--- src/rtl/win_pkg.sv ---
`default_nettype none
// ------------------------------------------------------------
// win_pkg: shared constants, state encoding and tap offsets
// Rev 1.0
// ------------------------------------------------------------
package win_pkg;

  localparam int N_DEFAULT  = 64;
  localparam int DW_DEFAULT = 8;
  localparam int NTAPS      = 9;

  typedef enum logic [2:0] {
    S_IDLE  = 3'd0,
    S_FETCH = 3'd1,
    S_DRAIN = 3'd2,
    S_EMIT  = 3'd3,
    S_DONE  = 3'd4
  } state_t;

  // Tap k sits at (i + C_ROW_OFF[k], j + C_COL_OFF[k]); t0 is the upper-left corner
  localparam logic signed [1:0] C_ROW_OFF [NTAPS] = '{
    -2'sd1, -2'sd1, -2'sd1, 2'sd0, 2'sd0, 2'sd0, 2'sd1, 2'sd1, 2'sd1};
  localparam logic signed [1:0] C_COL_OFF [NTAPS] = '{
    -2'sd1, 2'sd0, 2'sd1, -2'sd1, 2'sd0, 2'sd1, -2'sd1, 2'sd0, 2'sd1};

endpackage
`default_nettype wire

--- src/rtl/win_addr_gen.sv ---
`default_nettype none
// ------------------------------------------------------------
// win_addr_gen: maps (centre i, j, tap k) to a row-major address
// Rev 1.0
// ------------------------------------------------------------
module win_addr_gen
  import win_pkg::*;
#(
  parameter int N = N_DEFAULT
)(
  input  logic [5:0]  i,
  input  logic [5:0]  j,
  input  logic [3:0]  k,
  output logic [11:0] addr,
  output logic        in_range
);

  logic [3:0]        w_k;
  logic signed [1:0] w_dr;
  logic signed [1:0] w_dc;
  logic signed [6:0] w_row;
  logic signed [6:0] w_col;
  logic              w_row_ok;
  logic              w_col_ok;

  always_comb begin
    w_k   = (k > 4'd8) ? 4'd4 : k;
    w_dr  = C_ROW_OFF[w_k];
    w_dc  = C_COL_OFF[w_k];
    // Validity is decided on the signed neighbour coordinate so edges never wrap
    w_row = $signed({1'b0, i}) + $signed({{5{w_dr[1]}}, w_dr});
    w_col = $signed({1'b0, j}) + $signed({{5{w_dc[1]}}, w_dc});
    w_row_ok = !w_row[6] && ($unsigned(w_row) < 7'(N));
    w_col_ok = !w_col[6] && ($unsigned(w_col) < 7'(N));
    in_range = w_row_ok && w_col_ok;
    addr     = in_range ? (12'(w_row[5:0]) * 12'(N) + 12'(w_col[5:0])) : 12'd0;
  end

endmodule
`default_nettype wire

--- src/rtl/window_scan_ctrl.sv ---
`default_nettype none
// ------------------------------------------------------------
// window_scan_ctrl: scans an NxN frame emitting zero-padded 3x3 windows
// Rev 1.0
// ------------------------------------------------------------
module window_scan_ctrl
  import win_pkg::*;
#(
  parameter int N  = N_DEFAULT,
  parameter int DW = DW_DEFAULT
)(
  input  logic            clk,
  input  logic            rst_n,
  input  logic            start,
  output logic [11:0]     mem_addr,
  output logic            mem_re,
  input  logic [DW-1:0]   mem_rdata,
  output logic            win_valid,
  input  logic            win_ready,
  output logic [9*DW-1:0] win_data,
  output logic [5:0]      win_i,
  output logic [5:0]      win_j,
  output logic            busy,
  output logic            done
);

  localparam logic [5:0] C_LAST     = 6'(N - 1);
  localparam logic [3:0] C_LAST_TAP = 4'd8;

  state_t          r_state;
  logic [5:0]      r_i;
  logic [5:0]      r_j;
  logic [3:0]      r_k;
  logic [11:0]     r_mem_addr;
  logic            r_mem_re;
  logic            r_re_d;
  logic            r_valid;
  logic            r_busy;
  logic            r_done;
  logic [9*DW-1:0] r_taps;

  logic [5:0]      w_ni;
  logic [5:0]      w_nj;
  logic [5:0]      w_gi;
  logic [5:0]      w_gj;
  logic [3:0]      w_gk;
  logic [11:0]     w_addr;
  logic            w_in_range;
  logic [DW-1:0]   w_tap;
  logic            w_last;

  // The address generator always looks one tap ahead so the bus is registered
  always_comb begin
    w_last = (r_i == C_LAST) && (r_j == C_LAST);
    w_nj   = (r_j == C_LAST) ? 6'd0 : r_j + 6'd1;
    w_ni   = (r_j == C_LAST) ? r_i + 6'd1 : r_i;
    w_gi   = 6'd0;
    w_gj   = 6'd0;
    w_gk   = 4'd0;
    case (r_state)
      S_FETCH: begin
        w_gi = r_i;
        w_gj = r_j;
        w_gk = r_k + 4'd1;
      end
      S_EMIT: begin
        w_gi = w_ni;
        w_gj = w_nj;
      end
      default: ;
    endcase
    w_tap = r_re_d ? mem_rdata : '0;
  end

  win_addr_gen #(.N(N)) u_addr_gen (
    .i        (w_gi),
    .j        (w_gj),
    .k        (w_gk),
    .addr     (w_addr),
    .in_range (w_in_range)
  );

  always_ff @(posedge clk or negedge rst_n) begin
    if (!rst_n) begin
      r_state    <= S_IDLE;
      r_i        <= 6'd0;
      r_j        <= 6'd0;
      r_k        <= 4'd0;
      r_mem_addr <= 12'd0;
      r_mem_re   <= 1'b0;
      r_re_d     <= 1'b0;
      r_valid    <= 1'b0;
      r_busy     <= 1'b0;
      r_done     <= 1'b0;
      r_taps     <= '0;
    end else begin
      r_re_d <= r_mem_re;
      case (r_state)
        S_IDLE, S_DONE: begin
          if (start) begin
            r_state    <= S_FETCH;
            r_i        <= 6'd0;
            r_j        <= 6'd0;
            r_k        <= 4'd0;
            r_mem_re   <= w_in_range;
            r_mem_addr <= w_addr;
            r_busy     <= 1'b1;
            r_done     <= 1'b0;
          end
        end
        S_FETCH: begin
          // Read data trails its tap by one cycle; shifting in from the top leaves t0 in the LSBs
          if (r_k != 4'd0) r_taps <= {w_tap, r_taps[9*DW-1:DW]};
          if (r_k == C_LAST_TAP) begin
            r_state    <= S_DRAIN;
            r_mem_re   <= 1'b0;
            r_mem_addr <= 12'd0;
          end else begin
            r_k        <= r_k + 4'd1;
            r_mem_re   <= w_in_range;
            r_mem_addr <= w_addr;
          end
        end
        S_DRAIN: begin
          r_taps  <= {w_tap, r_taps[9*DW-1:DW]};
          r_state <= S_EMIT;
          r_valid <= 1'b1;
        end
        S_EMIT: begin
          if (win_ready) begin
            r_valid <= 1'b0;
            if (w_last) begin
              r_state <= S_DONE;
              r_busy  <= 1'b0;
              r_done  <= 1'b1;
            end else begin
              r_state    <= S_FETCH;
              r_i        <= w_ni;
              r_j        <= w_nj;
              r_k        <= 4'd0;
              r_mem_re   <= w_in_range;
              r_mem_addr <= w_addr;
            end
          end
        end
        default: begin
          r_state <= S_IDLE;
          r_busy  <= 1'b0;
          r_done  <= 1'b0;
        end
      endcase
    end
  end

  assign mem_addr  = r_mem_addr;
  assign mem_re    = r_mem_re;
  assign win_valid = r_valid;
  assign win_data  = r_taps;
  assign win_i     = r_i;
  assign win_j     = r_j;
  assign busy      = r_busy;
  assign done      = r_done;

endmodule
`default_nettype wire

--- config.mk ---
export PLATFORM = sky130hd
export DESIGN_NAME = window_scan_ctrl
export DESIGN_NICKNAME = d
export VERILOG_FILES = /design/src/rtl/win_pkg.sv /design/src/rtl/win_addr_gen.sv /design/src/rtl/window_scan_ctrl.sv
export SDC_FILE = /design/constraint.sdc
export NUM_CORES = 1
export LEC_CHECK = 0
export ABC_AREA = 1
export CAP_MARGIN = 20
export CORE_ASPECT_RATIO = 1.2
export CORE_MARGIN = 2
export CORE_UTILIZATION = 53
export CTS_BUF_LIST = sky130_fd_sc_hd__clkbuf_8
export DETAILED_ROUTE_END_ITERATION = 7
export PLACE_DENSITY = 0.79
export SYNTH_ARGS = -nofsm -noshare
export SYNTH_HDL_FRONTEND = slang
export SYNTH_SLANG_ARGS = --single-unit
--- constraint.sdc ---
create_clock -name clk -period 3.48 [get_ports clk]
set_input_delay 0.522 -clock clk [delete_from_list [all_inputs] [get_ports clk]]
set_output_delay 0.522 -clock clk [all_outputs]
set_load 0.01 [all_outputs]
* After elaboration in Yosys (flattened, before gate mapping)
Memory sizes are Yosys's and may differ from the RTL's. Index checks and enable logic that the tools add are counted.
Operators by class: shifts and indexed selects 0, bitwise logic cells 2, div/mod/pow operators 0, $lt $le $gt $ge 4, reductions and logical operators 21, muxes and demuxes 51, add/subtract/negate cells 6, equal/unequal tests 14, multiply operators 0
Operators with widths (count):
- one-hot mux 72 bit (2 select lines) | 1
- 2-to-1 mux 72 bit | 1
- 2-to-1 mux 12 bit | 5
- one-hot mux 6 bit (2 select lines) | 4
- 2-to-1 mux 6 bit | 7
- one-hot mux 12 bit (3 select lines) | 1
- 2-to-1 mux 4 bit | 6
- adder 7 x 2 -> 7 bit | 2
- < comparator 7 bit (second input constant) | 2
- inequality test 2 bit (second input constant) | 7
- adder 12 x 6 -> 12 bit | 1
- adder 6 x 1 -> 6 bit (second input constant) | 2
- == test 6 bit (second input constant) | 2
- 2-to-1 mux 3 bit | 4
- one-hot mux 3 bit (4 select lines) | 1
- one-hot mux 4 bit (3 select lines) | 1
- AND reduction 4 bit | 3
- 2-to-1 mux 1 bit | 11
- one-hot mux 1 bit (3 select lines) | 3
- 2-to-1 mux 2 bit | 4
- 2-to-1 mux 8 bit | 1
- == test 3 x 2 -> 1 bit (second input constant) | 2
- nonzero test 2 bit | 3
- greater-or-equal comparator 5 bit (second input constant) | 1
- other kinds (17) | 23
Storage, ports and cells: input port bits 12, register bits 108, memories kept 2, ROM bits 64, logic and storage cells 111, memory bits (writable) 0, latch bits 0
Memory list:
- (name not given) | depth 16, bits a word 2, read ports 1, clocked after memory_dff 0, wr ports 0, RTL line win_addr_gen.sv:28 | w_dr = C_ROW_OFF[w_k];
- (name not given) | depth 16, bits a word 2, read ports 1, clocked after memory_dff 0, wr ports 0, RTL line win_addr_gen.sv:29 | w_dc = C_COL_OFF[w_k];

* Longest topological paths before layout
depth after elaboration 16, mapped depth 25, gate-level depth less buffers 24

* Cells and area by module
A second synthesis with hierarchy kept.
Second synthesis, totals: cell total of the unflattened synthesis 682, area total of the unflattened synthesis 5542.8 µm²
By module, submodules not included:
- window_scan_ctrl | cells each 548, instances 1, sequential area each 2702.6 µm², area an instance 4718.3 µm²
- win_addr_gen | cells each 134, instances 1, sequential area each 0.0 µm², area an instance 824.5 µm²

* Least setup slack after synthesis
Ideal clock, no wire load.
path type reg2reg, start register r_k[0], end register r_mem_addr[10], in the netlist mem_addr[10], buffers on the path 1, slack 345 ps, library setup time 117 ps, clock period less this slack 3135 ps, cell stages (with the launch flop) 23, data arrival time 3017 ps, data required time 3363 ps, cell sequence dfrtp_1 > inv_1 > ha_1 > o21ai_0 > nand2_1 > nand2_1 > nand2_1 > inv_1 > ha_1 > inv_1 > nand3_1 > nand3_2 > inv_1 > ha_1 > a21oi_1 > o21ai_0 > nor2_1 > nand4_1 > nand2_1 > nor2_4 > buf_4 > nand3_1 > nand2_1
On the way: cells in the longest elaborated chain, start to end 16, elaborated cells on any way between the ends 28, classes of those cells add/sub: 4; order compare: 3; eq/ne: 1; mux: 12; bitwise: 1; reduce/logical: 5; memory: 2
RTL lines:
- from (decl) | RTL line window_scan_ctrl.sv:33 | logic [3:0] r_k;
- from (signal assigned) | RTL line window_scan_ctrl.sv:119 | r_k <= r_k + 4'd1;
- parallel branches: the longest is 15 deep, another holds adder 12 x 6 -> 12 bit
- one-hot mux 12 bit (3 select lines) (*) | RTL line window_scan_ctrl.sv:98 | case (r_state)
- to (signal assigned) | RTL line window_scan_ctrl.sv:106 | r_mem_addr <= w_addr;
- to (signal assigned) | RTL line window_scan_ctrl.sv:121 | r_mem_addr <= w_addr;
- to (signal assigned) | RTL line window_scan_ctrl.sv:142 | r_mem_addr <= w_addr;
- to (decl) | RTL line window_scan_ctrl.sv:34 | logic [11:0] r_mem_addr;
Every way passes the cells marked *. The select of a mux whose other input is x is not followed. A chain may end at the register's enable or synchronous reset.

* Worst setup path after layout
start register r_k[0], end register r_mem_addr[5], in the netlist mem_addr[5]
On the way: cells in the longest elaborated chain, start to end 16, elaborated cells on any way between the ends 28, classes of those cells add/sub: 4; order compare: 3; eq/ne: 1; mux: 12; bitwise: 1; reduce/logical: 5; memory: 2
RTL lines (RTL line):
- parallel branches: the longest is 15 deep, another holds adder 12 x 6 -> 12 bit
- one-hot mux 12 bit (3 select lines) (*) | window_scan_ctrl.sv:98
Marked as above.

==> out/metrics.yaml <==
placed_cells: 818
power.combinational.fraction_pct: 58.4
timing.final.max_slew_violations: 0
layout.cells.non_filler: 850
synthesized_area_fraction_occupied_by_adder_cells_pct: 5.37
worst_setup_path_startpoint: "r_k[0]"
timing.final.crit_period_ps: 3440
final_hold_viol_count: 0
static-leakage-power_uw: 0.00314
cpMostUsedCell: "sky130_fd_sc_hd__ha_4"
drc_errors: 0
area_of_the_mapped_netlist_um2: 5180
drive_gt1_share_pct: 12.0
maxSlewHeadroom_pct: 44.4
synth_simple_gate_area_share_pct: 18.0
cts.path.max_buffers: 2
routabilityCongestion: 0.836
finalSetupViolations: 0
wl_um: 12900
cts_tree: "done"
power.share.clock_pct: 10.5
dieHeight_um: 112
critPathSlowestCell: "sky130_fd_sc_hd__dfrtp_1"
cts.sinks: 108
p_sw_uw: 2940
firstDrtPassIters: 5
yosysSeqAreaShare_pct: 52.2
endpoint_of_the_most_critical_register_to_register_path: "mem_addr[5]"
syn2layout_area_growth_pct: 34.6
viasPerCell: 5.18
rr_worst_depth: 21
cp_num_cells: 21
cp_data_arrival_time_ps: 3730
global_route.usage.total_pct: 24.2
synth-xor-area-share_pct: 1.69
critical_path_buf_inv_count: 5
setup.worst_path.class: "flip-flop to flip-flop"
synthesis_warning_total: 0
slew_at_the_pin_closest_to_its_max_slew_limit_ps: 833
drt_iter0_drc: 195
total_power_uw: 6820
p_per_area_nw_per_um2: 979
critical_path.cell_chain: "inv_2 > ha_4 > o21ai_2 > nand2_2 > nand2_4 > nand2_4 > inv_2 > ha_4 > inv_4 > nand3_4 > nand3_4 > clkinvlp_4 > ha_4 > a21oi_1 > nand2_2 > a21o_1 > a21oi_2 > xor2_1 > inv_1 > nand3_1 > nand2_1"
synth.ff_latch_count: 108
timing.critical_path.fanout_max: 5
synthesis.nets: 632
finalNetCount: 755
design.die.area_um2: 10600
top_level_ports: 112
num_vias: 4404
cts_buffers: 9
detail_route.wl_per_cell_um: 15.1
worstReg2RegStart: "r_k[0]"
syn_inst: 599
post-dp-hpwl_um: 8740
grt_first_pass_wirelength_um: 20300
power.share.sequential_pct: 31.0
worstSkewPairLatency_ps: 390
synth_top_family_by_area: "simple AND/OR/NAND/NOR gates"
ff2ff_setup_slack_ps: 40
internal_power_uw: 3870
synth-compound-area-share_pct: 12.5
run_status: "finished clean"
holdCritPathClass: "input port to asynchronous set/reset pin"
final_common_cell: "sky130_fd_sc_hd__clkdlybuf4s50_1"
die_w_um: 94.2
mostFrequentLayoutCells: "110 x sky130_fd_sc_hd__clkdlybuf4s50_1, 109 x sky130_fd_sc_hd__nand2_1, 108 x sky130_fd_sc_hd__dfrtp_1"
worstSetupStartpointType: "flip-flop"
number_of_h_tree_levels: 3
first_global_vias: 4248
drt.antenna.violating_nets: 0
synth.area.mux_share_pct: 1.74
globalRoute.totalOverflow: 0
grt_antenna_before_repair: 0
core_area_um2: 9520
slowest_delay_ps: 430
crit_family: "adder cells"
max_clock_freq_ghz: 0.290
post_synth_num_cell_types: 29
floorplan.rows: 39
fin_skew_ps: 13.1
post_synth.cell_area_avg_um2: 8.64
crit_required_ps: 3760
starting_density_of_the_core_pct: 54.4
port_buffers: 111
critical_path.endpoint_type: "flip-flop"
post-route-period-util_pct: 99.0
worst_setup_hold_path_clk_slew_ps: 110
clock-root-buffer: "sky130_fd_sc_hd__clkbuf_8"
peakVddDrop_mv: 0.585
critical_path.endpoint: "mem_addr[5]"
swShare_pct: 43.2
max_cap_viol_count: 0
grt_start_max_net_pins: 137
antenna-diode-count: 0
through the flow:
stage                     setup TNS, ps  hold WS (ps)  cell area, µm²  setup WS (ps)  util, %
after CTS                             0           258            6610           18.4     69.4
final                                 0           236            6970           35.5     73.2
after floorplan                       0           226            5180            345        -
after detailed placement           -592           392            6410          -55.8     67.3
after global placement                0           398            6410            109     67.3
after global routing               -744           296            6970           -163     73.2
worst min path at each step:
stage            from    endpoint  slack, ps  cells after the start
3_3_place_gp   mem_re      r_re_d        400                      0
6_report        rst_n   win_valid        240                      1
4_1_cts         rst_n  r_state[1]        260                      1
2_1_floorplan   rst_n        busy        230                      0
5_1_grt         rst_n  r_state[1]        300                      1
3_5_place_dp   mem_re      r_re_d        390                      0
layer usage:
layer / wire length (µm) / track usage [%] / up-vias
met4: 303 / 8.89 / 0
met2: 6340 / 39.2 / 121
met3: 678 / 5.30 / 22
met5: 0 / 0 / -
li1: - / - / 2173
met1: 5540 / 32.2 / 2088
flip-flops by register name, summed over array words and instances (netlist names):
| name | cells |
|---|---|
| busy | 1 |
| done | 1 |
| mem_addr | 12 |
| mem_re | 1 |
| r_k | 4 |
| r_re_d | 1 |
| r_state | 3 |
| win_data | 72 |
| win_i | 6 |
| win_j | 6 |
| win_valid | 1 |
timing repair:
item | CTS | global route
setup buffers | 1 | 15
setup endpoints to repair | 13 | 13
pin swaps | 1 | 19
gates resized for setup | 1 | 50
hold buffers | 0 | 0
synth_stat cells:
cell type                    n  area share, %
sky130_fd_sc_hd__a21oi_1    45            4.4
sky130_fd_sc_hd__nand4_1     4           0.48
sky130_fd_sc_hd__inv_1      81            5.9
sky130_fd_sc_hd__nand2_1   115            8.3
sky130_fd_sc_hd__nor2_2      2           0.24
sky130_fd_sc_hd__xor2_1      2           0.34
sky130_fd_sc_hd__a31oi_1     1           0.12
sky130_fd_sc_hd__buf_4       4           0.58
sky130_fd_sc_hd__dfrtp_1   108             52
sky130_fd_sc_hd__a41oi_4     1           0.53
sky130_fd_sc_hd__o211ai_2    1           0.24
sky130_fd_sc_hd__o21ai_1     2           0.19
sky130_fd_sc_hd__xnor2_1     8            1.4
sky130_fd_sc_hd__fa_1        2           0.77
sky130_fd_sc_hd__a21o_1      1           0.15
sky130_fd_sc_hd__nor3_1      5           0.48
sky130_fd_sc_hd__ha_1       19            4.6
sky130_fd_sc_hd__nand3_2     1           0.19
sky130_fd_sc_hd__nand2_2     2           0.24
sky130_fd_sc_hd__mux2_1      8            1.7
sky130_fd_sc_hd__nor2_4      2           0.44
sky130_fd_sc_hd__o31ai_1     2           0.29
sky130_fd_sc_hd__nand3_1    41            4.0
sky130_fd_sc_hd__buf_2      12            1.2
sky130_fd_sc_hd__nor2_1     50            3.6
sky130_fd_sc_hd__clkbuf_1    6           0.44
sky130_fd_sc_hd__clkbuf_2    1          0.097
sky130_fd_sc_hd__o21ai_0    69            6.7
sky130_fd_sc_hd__inv_2       4           0.29
cell type report:
type | count | area [µm²]
clock inverters | 7 | 57.6
clock buffers | 9 | 124
fillers | 730 | 2550
multi-input cells | 383 | 2250
repair buffers | 135 | 1340
flip-flops and latches | 108 | 2700
inverters | 85 | 330
well taps | 123 | 154
logic make-up (layout without fill, tap and decap cells):
group / count (synthesis) / in the layout
buffers and inverters: 108 / 236
multiplexers: 8 / 8
XOR/XNOR: 10 / 10
flip-flops: 108 / 108
AO/OA/AOI/OAI: 122 / 122
adder cells (fa/ha/maj): 21 / 21
AND/OR/NAND/NOR: 222 / 222
power by group through the flow:
stage               sequential (µW)  combinational [µW]  clock, µW
floorplan                      2290                1870          0
global route                   2170                4360        792
finish                         2120                3980        717
global placement               2120                3350          0
CTS                            2110                3490        730
detailed placement             2130                3450          0
No activity file was read; power rests on OpenSTA's default activity.
